==> src/rtl/frame_buf_pkg.sv <==
// Shared frame-buffer definitions: state encoding common to the writer and reader,
// default frame geometry and pixel width.
package frame_buf_pkg;

  localparam int FRAME_DEPTH = 76800;
  localparam int PX_W        = 15;

  typedef enum logic [1:0] {
    REQUESTING = 2'd0,
    WAIT_START = 2'd1,
    READING    = 2'd2,
    ENDING     = 2'd3
  } fb_state_t;

endpackage

==> src/rtl/frame_reader_skid_fifo.sv <==
// Two-entry FIFO between the frame memory read port and the pixel stream.
// Flush empties it in one cycle; a push into a full FIFO without a pop is dropped.
module frame_reader_skid_fifo #(
  parameter int W = 16
) (
  input  logic         clk,
  input  logic         reset,
  input  logic         push,
  input  logic         pop,
  input  logic         flush,
  input  logic [W-1:0] push_data,
  output logic [W-1:0] head_data,
  output logic [1:0]   count
);

  logic [W-1:0] mem [2];
  logic         wr_ptr;
  logic         rd_ptr;
  logic         push_ok;
  logic         pop_ok;

  assign pop_ok    = pop && (count != 2'd0);
  assign push_ok   = push && ((count != 2'd2) || pop_ok);
  assign head_data = mem[rd_ptr];

  always_ff @(posedge clk or posedge reset) begin
    if (reset) begin
      mem[0] <= '0;
      mem[1] <= '0;
      wr_ptr <= 1'b0;
      rd_ptr <= 1'b0;
      count  <= 2'd0;
    end else if (flush) begin
      wr_ptr <= 1'b0;
      rd_ptr <= 1'b0;
      count  <= 2'd0;
    end else begin
      if (push_ok) begin
        mem[wr_ptr] <= push_data;
        wr_ptr      <= ~wr_ptr;
      end
      if (pop_ok) begin
        rd_ptr <= ~rd_ptr;
      end
      case ({push_ok, pop_ok})
        2'b10:   count <= count + 2'd1;
        2'b01:   count <= count - 2'd1;
        default: count <= count;
      endcase
    end
  end

endmodule

==> src/rtl/frame_reader_core.sv <==
// Frame reader: requests the shared frame buffer, sweeps addresses 0..DEPTH-1 and
// streams pixels on valid/ready. FRAME_READER_FRAME_CNT_EN adds a completed-frame counter.
module frame_reader_core
  import frame_buf_pkg::*;
#(
  parameter int DEPTH     = FRAME_DEPTH,
  parameter int ADDR_BITS = $clog2(DEPTH),
  parameter int DATA_W    = PX_W
) (
  input  logic                 px_clk_BUFG,
  input  logic                 reset,
  input  logic                 start_read,
  input  logic                 ack_read,
  output logic                 rq_read,
  output logic                 reading,
  output logic                 enable_mem,
  output logic [ADDR_BITS-1:0] read_addr,
  input  logic [DATA_W-1:0]    mem_data,
  output logic [DATA_W-1:0]    out_data,
  output logic                 out_valid,
  input  logic                 out_ready,
  output logic                 out_last,
  output logic                 frame_done,
`ifdef FRAME_READER_FRAME_CNT_EN
  output logic [15:0]          frame_count,
`endif
  output logic [1:0]           fsm_state
);

  localparam logic [ADDR_BITS-1:0] LAST_ADDR = ADDR_BITS'(DEPTH - 1);

  fb_state_t       state, state_nxt;
  logic            done_nxt;
  logic            issue, pop, flush, last_accept;
  logic            issue_done, inflight, inflight_last;
  logic [1:0]      fifo_count;
  logic [DATA_W:0] fifo_head;
  logic [2:0]      outstanding;

  // Handshake: a pixel transfers on a cycle with out_valid && out_ready; out_data and
  // out_last hold steady while out_valid is high and out_ready is low.
  assign out_valid   = (fifo_count != 2'd0);
  assign out_data    = fifo_head[DATA_W-1:0];
  assign out_last    = out_valid && fifo_head[DATA_W];
  assign pop         = out_valid && out_ready;
  assign last_accept = pop && fifo_head[DATA_W];
  assign flush       = (state == READING) && !ack_read;
  assign fsm_state   = state;

  // Credits count the slot freed by this cycle's pop, so a full-rate consumer sees no bubbles.
  always_comb begin
    outstanding = {1'b0, fifo_count} + {2'b00, inflight} - {2'b00, pop};
    issue       = (state == READING) && ack_read && !issue_done && (outstanding < 3'd2);
  end

  assign enable_mem = issue;

  always_comb begin
    state_nxt = state;
    done_nxt  = 1'b0;
    case (state)
      REQUESTING: if (ack_read) state_nxt = WAIT_START;
      WAIT_START: if (start_read) state_nxt = READING;
      READING: begin
        if (!ack_read) begin
          state_nxt = REQUESTING;
        end else if (last_accept) begin
          state_nxt = ENDING;
          done_nxt  = 1'b1;
        end
      end
      ENDING:     if (!ack_read) state_nxt = REQUESTING;
      default:    state_nxt = REQUESTING;
    endcase
  end

  always_ff @(posedge px_clk_BUFG or posedge reset) begin
    if (reset) begin
      state         <= REQUESTING;
      rq_read       <= 1'b0;
      reading       <= 1'b0;
      frame_done    <= 1'b0;
      read_addr     <= '0;
      issue_done    <= 1'b0;
      inflight      <= 1'b0;
      inflight_last <= 1'b0;
    end else begin
      state         <= state_nxt;
      rq_read       <= (state_nxt == REQUESTING);
      reading       <= (state_nxt == READING);
      frame_done    <= done_nxt;
      inflight      <= issue;
      inflight_last <= issue && (read_addr == LAST_ADDR);
      if ((state == WAIT_START) && start_read) begin
        read_addr  <= '0;
        issue_done <= 1'b0;
      end else if (issue) begin
        if (read_addr == LAST_ADDR) issue_done <= 1'b1;
        else                        read_addr  <= read_addr + 1'b1;
      end
    end
  end

`ifdef FRAME_READER_FRAME_CNT_EN
  always_ff @(posedge px_clk_BUFG or posedge reset) begin
    if (reset) frame_count <= 16'd0;
    else if (done_nxt) frame_count <= frame_count + 16'd1;
  end
`endif

  frame_reader_skid_fifo #(
    .W (DATA_W + 1)
  ) u_fifo (
    .clk       (px_clk_BUFG),
    .reset     (reset),
    .push      (inflight),
    .pop       (pop),
    .flush     (flush),
    .push_data ({inflight_last, mem_data}),
    .head_data (fifo_head),
    .count     (fifo_count)
  );

endmodule

==> config.mk <==
export PLATFORM = sky130hd
export DESIGN_NAME = frame_reader_core
export DESIGN_NICKNAME = d
export VERILOG_FILES = /design/src/rtl/frame_buf_pkg.sv /design/src/rtl/frame_reader_skid_fifo.sv /design/src/rtl/frame_reader_core.sv
export SDC_FILE = /design/constraint.sdc
export NUM_CORES = 1
export LEC_CHECK = 0
export BUFFER_PORTS_ARGS = -buffer_cell sky130_fd_sc_hd__buf_4
export CAP_MARGIN = 10
export CELL_PAD_IN_SITES_DETAIL_PLACEMENT = 1
export CELL_PAD_IN_SITES_GLOBAL_PLACEMENT = 1
export CORE_MARGIN = 2
export CORE_UTILIZATION = 39
export CTS_CLUSTER_SIZE = 28
export DETAILED_ROUTE_END_ITERATION = 8
export PLACE_DENSITY = 0.76
export SYNTH_ARGS = -nofsm -noshare
export SYNTH_HDL_FRONTEND = slang
export SYNTH_SLANG_ARGS = --single-unit
==> constraint.sdc <==
create_clock -name px_clk_BUFG -period 6.4 [get_ports px_clk_BUFG]
set_input_delay 0 -clock px_clk_BUFG [delete_from_list [all_inputs] [get_ports px_clk_BUFG]]
set_output_delay 0 -clock px_clk_BUFG [all_outputs]
set_load 0.03 [all_outputs]
Yosys cells after proc, flatten, opt, wreduce, memory -nomap -nowiden
Index checks and enable logic that the tools add are counted.
{ "word_totals": {"register_bits": 61, "in_bits": 20, "out_inout_bits": 40, "wordCells": 89} }
{ "op_classes": {"addsub": 5, "magnitude_cmp": 4, "eq_ne": 9, "n_mux": 27, "bitwise": 5, "n_reduce_logical": 26} }
{ "ops": {"columns": ["cell", "n"], "rows": [
  ["2-to-1 mux 16 bit", 4],
  ["2-to-1 mux 17 bit", 3],
  ["bitwise mux 32 bit", 1],
  ["adder 17 x 1 -> 17 bit (second input constant)", 1],
  ["equality test 17 bit (second input constant)", 1],
  ["demux 16 bit (select 1 bit)", 1],
  ["logical AND 1 bit", 12],
  ["2-to-1 mux 2 bit", 6],
  ["2-to-1 mux 1 bit", 10],
  ["nonzero test 2 bit", 5],
  ["equality test 2 bit (second input constant)", 4],
  ["one-hot mux 2 bit (4 select lines)", 1],
  ["AND reduction 2 bit", 3],
  ["equality test 2 x 1 -> 1 bit (second input constant)", 2],
  ["greater-or-equal comparator 2 bit (second input constant)", 2],
  ["zero test 2 bit", 2],
  ["inverter 1 -> 2 bit", 2],
  ["one-hot mux 2 bit (2 select lines)", 1],
  ["adder 2 x 1 -> 3 bit", 1],
  ["< comparator 3 x 2 -> 1 bit (second input constant)", 1],
  ["inverter 1 bit", 3],
  ["nonzero test 3 bit", 1],
  ["subtractor 3 x 1 -> 3 bit", 1],
  ["adder 2 x 1 -> 2 bit (second input constant)", 1],
  ["6 further kinds", 7]
]} }

Depth between registers and ports, before layout
Gate-level depths: netlist of the first run.
{ "depth": {"word_depth": 9, "ltp_mapped": 12} }

Cells and area by module
A second synthesis of the first run with hierarchy kept.
{ "unflattened": {"cells_unflattened": 257, "hier_area_um2": 3067.9} }
{ "by_module_without_submodules": {"columns": ["module", "instances", "cells_each", "area_per_inst_um2", "seq_area_each_um2"], "rows": [
  ["frame_reader_skid_fifo", 1, 111, 1655.3, 900.9],
  ["frame_reader_core", 1, 146, 1412.6, 625.6]
]} }

Least setup slack after synthesis of the first run
OpenSTA, ideal clock, no wires.
{ "synth_timing": {"kind": "register to register", "startpoint": "register u_fifo.count[1]", "endpoint": "register read_addr[10]", "setup_ns": 0.074, "arrival_time_ns": 3.532, "required_time_ns": 6.326, "slack_ns": 2.794, "stages_incl_launch_ff": 12, "n_path_buf": 0, "path_cell_list": "dfrtp_1 > or2_2 > nand2_1 > inv_1 > ha_1 > nand2b_1 > fa_1 > or2b_2 > nor3_4 > o21ai_4 > or4_2 > a21oi_2"} }
{ "synth_between": {"elab_chain_len": 7} }
{ "synth_rtl": {"columns": ["element", "line_no", "source"], "rows": [
  ["from (decl)", "frame_reader_skid_fifo.sv:13", "output logic [1:0] count"],
  ["from (signal assigned)", "frame_reader_skid_fifo.sv:46", "2'b10: count <= count + 2'd1;"],
  ["from (signal assigned)", "frame_reader_skid_fifo.sv:47", "2'b01: count <= count - 2'd1;"],
  ["from (signal assigned)", "frame_reader_skid_fifo.sv:48", "default: count <= count;"],
  ["nonzero test 2 bit", "frame_reader_core.sv:42", "assign out_valid = (fifo_count != 2'd0);"],
  ["net out_valid", "frame_reader_core.sv:20", "output logic out_valid,"],
  ["logical AND 1 bit", "frame_reader_core.sv:45", "assign pop = out_valid && out_ready;"],
  ["subtractor 3 x 1 -> 3 bit", "frame_reader_core.sv:52", "outstanding = {1'b0, fifo_count} + {2'b00, inflight} - {2'b00, pop};"],
  ["< comparator 3 x 2 -> 1 bit", "frame_reader_core.sv:53", "issue = (state == READING) && ack_read && !issue_done && (outstanding < 3'd2);"],
  ["logical AND 1 bit", "frame_reader_core.sv:53", null],
  ["net enable_mem", "frame_reader_core.sv:16", "output logic enable_mem,"],
  ["nonzero test 2 bit (no line)", null, null],
  ["AND reduction 2 bit (no line)", null, null],
  ["to (signal assigned)", "frame_reader_core.sv:99", "else read_addr <= read_addr + 1'b1;"],
  ["to (decl)", "frame_reader_core.sv:17", "output logic [ADDR_BITS-1:0] read_addr,"]
]} }
The timed path passes the listed nets, and every way through them passes these cells.
A chain may end at the register's enable or synchronous reset.

Final worst setup path of the first run
{ "layout_timing": {"startpoint": "register u_fifo.count[1]", "endpoint": "register read_addr[12]"} }
{ "layout_between": {"elab_chain_len": 7} }
{ "layout_rtl": {"columns": ["element", "line_no"], "rows": [
  ["parallel branches: the longest is 2 deep, another holds adder 2 x 1 -> 3 bit", null],
  ["subtractor 3 x 1 -> 3 bit *", "frame_reader_core.sv:52"],
  ["< comparator 3 x 2 -> 1 bit *", "frame_reader_core.sv:53"],
  ["logical AND 1 bit *", "frame_reader_core.sv:53"],
  ["nonzero test 2 bit (no line) *", null],
  ["AND reduction 2 bit (no line) *", null]
]} }
Mark *: on every way between the ends.

==> summary.md, run 1 <==
| Metric | Value |
|---|---|
| Status | completed |
| Hold Path Class | input port to flip-flop |
| Compound-Gate Fraction of Synth Area | 0.0762 |
| DR WL/cell | 16.4 microns |
| Clock network power share | 0.199 |
| Final Total Pwr | 1.57 mW |
| CP Capture Type | flip-flop |
| Total global routing overflow | 0 |
| Top cell type by total area after synthesis | dfrtp_1 |
| Sw Pwr | 0.601 mW |
| Initial DRC Count | 41 |
| Clock transition at path regs | 70 ps |
| Vias | 2163 |
| CP Launch Type | flip-flop |
| Synthesized area | 2890 sq um |
| IO Pins | 60 |
| Combinational Power Share | 0.421 |
| Setup TNS | 0 ps |
| Vias/cell | 5.10 |
| Sw Share | 0.383 |
| Clk_lat worst skew | 340 ps |
| Clock buffer count from CTS | 9 |
| CTS root buf | clkbuf_8 |
| Synth top area share | 0.528 |
| Largest family of logic cells by synthesized area | multiplexers |
| Main flop type after synthesis | dfrtp_1 |
| Post-DP HPWL | 4.69 mm |
| Row count | 31 |
| Core box area | 7210 sq um |
| Initial core utilization | 0.401 |
| CTS tree | yes |
| Clock Skew | 5.58 ps |
| Post-route ant nets | 0 |
| Die height | 90.1 microns |
| Multi-input gate area | 1300 sq um |
| Critical path arrival | 3880 ps |
| IO buf count | 59 |
| Final Hold Fails | 0 |
| Slew headroom | 0.423 |
| RSZ-0062 raised after global routing | no |
| Synth area leaders | dfrtp_1, mux2_2, xor2_1, nand2_1, nor2_1 |
| Max Fclk | 277 MHz |
| Die area | 8120 sq um |
| N_diodes | 0 |
| Worst-margin pin slew | 863 ps |
| Reg area | 1530 sq um |
| Layout cell share with drive strength beyond 1 | 0.431 |
| Sequential fraction of the synthesis area | 0.528 |
| P_leak | 1.75 nW |
| Post-Synth Adder-Cell Area | 0.0156 |
| Gp weighted congestion | 0.836 |
| Number of synthesized register bits | 61 |
| Distinct cells, synth | 45 |
| H-Tree Depth | 3 |
| Critical path type | flip-flop to flip-flop |
| Number of synthesized flops with an enable pin | 0 |
| Commonest non-fill, non-tap cells in the layout | dfrtp_1, buf_4, mux2_2 |
| Nets | 343 |
| Area Growth Syn to Fin | 30.7% |
| Clk sink count | 61 |
| First-pass GRT wire length | 11.6 mm |
| Chip Width | 90.1 microns |
| Mapped Nets | 260 |
| Largest net degree at the start of global routing | 62 |
| Finish-stage setup viols | 0 |
| Peak supply drop | 134 uV |
| Average instance area after synthesis | 12.2 sq um |
| Power Internal | 0.970 mW |
| Area share of xor/xnor cells in the synthesized design | 0.0303 |
| Drt pass-1 iters | 4 |
| GRT Overall Usage | 0.180 |
| Ys async rst share | 1.00 |
| Routed WL | 6.93 mm |
| Synth Area in Simple Gates | 0.141 |
| DR DRC count | 0 |
| YS warnings | 0 |
| PD cells | 416 nW/um^2 |
| Fillers | 787 |
| Critical Path RT | 6660 ps |
| Period minus WS final | 3620 ps |
| Proportion of synthesized area in mux cells | 0.187 |
| Worst Path Max Fanout | 14 |
| Final period util | 0.565 |
| Syn Inst Count | 237 |
| Clock Tree Buf Depth | 2 |
| Flop pwr share | 0.380 |
| Vias in the first global route | 2351 |
| Initial antenna violation count | 0 |
| Max-slew violations | 0 |
| Maxcap violations | 0 |
| Final Core Density | 0.524 |
[critical path, stage by stage, from the launching register on]
cell	delay, ps
dfrtp_1	460
or2_2	310
nand2_1	140
inv_1	70
ha_1	260
nand2b_1	160
fa_1	490
or2b_2	340
nor3_4	380
o21ai_4	190
or4_2	580
a21oi_2	160
[per-stage QoR]
stage	cell area [sq um]	instances	hold slack, ps	worst slack (ps)
2_1_floorplan	2890	237	66.4	2790
3_3_place_gp	3430	391	197	2920
3_5_place_dp	3430	391	215	2790
4_1_cts	3780	424	10.7	2770
5_1_grt	3780	424	43.2	2620
6_report	3780	424	28.3	2780
[cell usage after synthesis (2+ instances only)]
library cell,count
dfrtp_1,61
mux2_2,47
nand2_1,15
nor2_1,15
o21ai_0,9
xor2_1,9
a21oi_1,7
nand3_1,7
inv_1,6
nand4_1,5
o211ai_1,4
o31ai_1,4
or4_2,4
nand2b_1,3
nor3_1,3
or3_1,3
a21oi_2,2
and2_1,2
and3_1,2
buf_2,2
ha_1,2
or2_2,2
[power by group through the flow]
stage / logic (mW) / clock network, mW / registers [mW]
6_report: 0.661 / 0.313 / 0.597
5_1_grt: 0.705 / 0.340 / 0.616
4_1_cts: 0.666 / 0.324 / 0.599
3_5_place_dp: 0.654 / 0 / 0.606
3_3_place_gp: 0.638 / 0 / 0.594
2_1_floorplan: 0.445 / 0 / 0.596
[cell type report]
type | instances | share of cell area
Clock buffer | 12 | 0.0411
Sequential cell | 61 | 0.404
Tap cell | 99 | 0.0328
Inverter | 6 | 0.00596
Multi-Input combinational cell | 164 | 0.344
Timing Repair Buffer | 78 | 0.166
Clock inverter | 4 | 0.00596
[flip-flops by register name, indices dropped and copies added, names as in the netlist]
| register | count |
|---|---|
| u_fifo.count | 2 |
| inflight_last | 1 |
| issue_done | 1 |
| rq_read | 1 |
| u_fifo.wr_ptr | 1 |
| reading | 1 |
| frame_done | 1 |
| read_addr | 17 |
| u_fifo.rd_ptr | 1 |
| fsm_state | 2 |
| inflight | 1 |
| u_fifo.mem | 32 |
[metal layers]
metal / track usage / part of all wire / vias to the layer above
li1: - / - / 1019
met1: 0.214 / 0.44 / 1086
met2: 0.310 / 0.51 / 49
met3: 0.0553 / 0.043 / 9
met4: 0.0615 / 0.011 / 0
met5: 0 / 0 / -
[worst paths after layout]
path	startpoint	slack, ps	end	cells after the start
max in group asynchronous	reset	5450	u_fifo.mem[12]$_DFFE_PP0P_	4
worst max register to register	u_fifo.count[1]$_DFFE_PP0P_	2780	read_addr[12]$_DFFE_PP0P_	11
worst max-delay path	u_fifo.count[1]$_DFFE_PP0P_	2780	read_addr[12]$_DFFE_PP0P_	11
worst min-delay path	out_ready	30	frame_done$_DFF_PP0_	3
min in group asynchronous	reset	440	u_fifo.mem[16]$_DFFE_PP0P_	4
worst min register to register	u_fifo.mem[12]$_DFFE_PP0P_	500	u_fifo.mem[12]$_DFFE_PP0P_	1
[timing repair]
action                    in CTS  in global routing
hold buffers                  17                  0
hold endpoints to repair      94                  0
buffers inserted               0                  0
gates resized for setup        0                  0
[logic make-up (layout without fill, tap and decap cells)]
logic type / Yosys count / after routing
AO/OA/AOI/OAI: 31 / 31
AND/OR/NAND/NOR: 72 / 72
adder cells (fa/ha/maj): 3 / 3
buffers and inverters: 12 / 100
XOR/XNOR: 10 / 10
flip-flops: 61 / 61
multiplexers: 48 / 48
No activity file was read; power rests on OpenSTA's default activity.
==> run 2: changes to the inputs <==
clock period = 3.77 ns   (was 6.4 ns; I/O delays follow)
==> summary.md, run 2 (synthesized netlist as in run 1, its figures left out) <==
| Metric | Value |
|---|---|
| Peak supply drop | 234 uV (was 134 uV) |
| Post-route ant nets | 0 (unchanged) |
| Nets | 345 (was 343) |
| Vias | 2200 (was 2163) |
| DR DRC count | 0 (unchanged) |
| Routed WL | 7.05 mm (was 6.93 mm) |
| Critical path type | flip-flop to flip-flop (unchanged) |
| Layout cell share with drive strength beyond 1 | 0.436 (was 0.431) |
| Top flop regs | u_fifo.mem (32), read_addr (17) (unchanged) |
| GRT Overall Usage | 0.187 (was 0.180) |
| Worst r2r src | u_fifo.count[1]$_DFFE_PP0P_ (unchanged) |
| Initial core utilization | 0.401 (unchanged) |
| Vias in the first global route | 2403 (was 2351) |
| Setup TNS | 0 ps (unchanged) |
| RSZ-0062 raised after global routing | no (unchanged) |
| R2r setup slk | 400 ps (was 2780 ps) |
| Clk sink count | 61 (unchanged) |
| Hold Path Class | input port to flip-flop (unchanged) |
| Clk_lat worst skew | 340 ps (about the same) |
| Largest net degree at the start of global routing | 32 (was 62) |
| PD cells | 733 nW/um^2 (was 416 nW/um^2) |
| IO buf count | 59 (unchanged) |
| Core box area | 7210 sq um (unchanged) |
| Final period util | 0.893 (was 0.565) |
| H-Tree Depth | 3 (unchanged) |
| Clock buffer count from CTS | 9 (unchanged) |
| Worst Path Max Fanout | 14 (unchanged) |
| Maxcap violations | 0 (unchanged) |
| CTS root buf | clkbuf_8 (unchanged) |
| Critical path arrival | 3620 ps (was 3880 ps) |
| IO Pins | 60 (unchanged) |
| N_diodes | 0 (unchanged) |
| Critical Path RT | 4030 ps (was 6660 ps) |
| Clock Tree Buf Depth | 2 (unchanged) |
| Gp weighted congestion | 0.825 (was 0.836) |
| Status | completed (unchanged) |
| Row count | 31 (unchanged) |
| Post-DP HPWL | 4.66 mm (was 4.69 mm) |
| Critical path launch point | u_fifo.count[1]$_DFFE_PP0P_ (unchanged) |
| CP Capture Type | flip-flop (unchanged) |
| Clock transition at path regs | 70 ps (about the same) |
| DR WL/cell | 16.6 microns (was 16.4 microns) |
| Final cell count without fillers | 425 (was 424) |
| Reg-to-Reg End | read_addr[12]$_DFFE_PP0P_ (unchanged) |
| Period minus WS final | 3370 ps (was 3620 ps) |
| Fillers | 777 (was 787) |
| Hold_sp | out_ready (unchanged) |
| FF-to-FF path depth | 11 (unchanged) |
| Worst setup path end | read_addr[12]$_DFFE_PP0P_ (unchanged) |
| Total global routing overflow | 0 (unchanged) |
| Die area | 8120 sq um (unchanged) |
| Largest reg by FF count | u_fifo.mem (unchanged) |
| Die height | 90.1 microns (unchanged) |
| Commonest non-fill, non-tap cell in the layout | buf_4 |
| P_leak | 1.79 nW (was 1.75 nW) |
| Initial antenna violation count | 0 (unchanged) |
| Worst-margin pin slew | 837 ps (was 863 ps) |
| Max reg flops | 32 (unchanged) |
| Max-slew violations | 0 (unchanged) |
| Drt pass-1 iters | 4 (unchanged) |
| First-pass GRT wire length | 12.0 mm (was 11.6 mm) |
| Clock Skew | 11.2 ps (was 5.58 ps) |
| Finish-stage setup viols | 0 (unchanged) |
| DP Cell Count | 393 (was 391) |
| Vias/cell | 5.18 (was 5.10) |
| Max Fclk | 297 MHz (was 277 MHz) |
| Slew headroom | 0.442 (was 0.423) |
| Post-CTS Repair Setup Buffers | 0 (unchanged) |
| Area Growth Syn to Fin | 33.2% (was 30.7%) |
| CP Launch Type | flip-flop (unchanged) |
| Chip Width | 90.1 microns (unchanged) |
| Commonest non-fill, non-tap cells in the layout | buf_4, dfrtp_1, mux2_2 (was dfrtp_1, buf_4, mux2_2) |
| CTS tree | yes (unchanged) |
| Final Hold Fails | 0 (unchanged) |
| Initial DRC Count | 48 (was 41) |
run 2: cell types whose count changed in the layout (fill, tap and decap cells not counted):
cell	delta
buf_4	+2
clkbuf_1	-1
clkbuf_8	+1
clkinv_2	-3
bufinv_16	+2
run 2: repair_timing:
item,4_1_cts,5_1_grt
resized for setup,0,0
hold endpoints to repair,63,0
hold buffers,17,0
run 2: worst min path at each step:
stage	cells past startpoint	slack [ps]	endpoint
6_report	3	20	frame_done$_DFF_PP0_
5_1_grt	3	30	frame_done$_DFF_PP0_
4_1_cts	3	3	frame_done$_DFF_PP0_
3_5_place_dp	2	130	u_fifo.mem[0]$_DFFE_PP0P_
3_3_place_gp	2	120	u_fifo.mem[16]$_DFFE_PP0P_
2_1_floorplan	1	70	rq_read$_DFF_PP0_
run 2: area by class of cell:
class                           count  area (sq um)  share of cell area
Clock buffer                       12           165              0.0429
Clock inverter                      3          67.6              0.0176
Timing Repair Buffer               80           643               0.167
Multi-Input combinational cell    164          1300               0.338
Inverter                            6          22.5             0.00585
Sequential cell                    61          1530               0.397
Tap cell                           99           124              0.0322
run 2: power breakdown:
part / internal [mW] / switching (mW)
sequential: 0.859 / 0.160
clock: 0.423 / 0.255
combinational: 0.519 / 0.604
run 2: stage by stage:
step	worst slack, ps	utilization	instance area, sq um	power, mW	hold slack (ps)
after floorplan	164	-	2890	1.77	66.4
after global placement	485	0.478	3450	2.10	121
after detailed placement	389	0.478	3450	2.14	127
after CTS	376	0.533	3850	2.84	3.41
after global routing	239	0.533	3850	2.99	26.9
final	402	0.533	3850	2.82	19.6
run 2: critical path, cell delays in order, from the launching register on:
cell and delay, ps:
dfrtp_1 460, or2_2 320, nand2_1 140, inv_1 60, ha_1 260, nand2b_1 150
fa_1 470, or2b_2 330, nor3_4 220, o21ai_4 150, or4_2 580, a21oi_2 150
run 2: layer usage:
layer  wire length [microns]  track usage
met4                     105       0.0628
met2                    3620        0.324
met1                    3070        0.225
met3                     255       0.0486
met5                       0            0
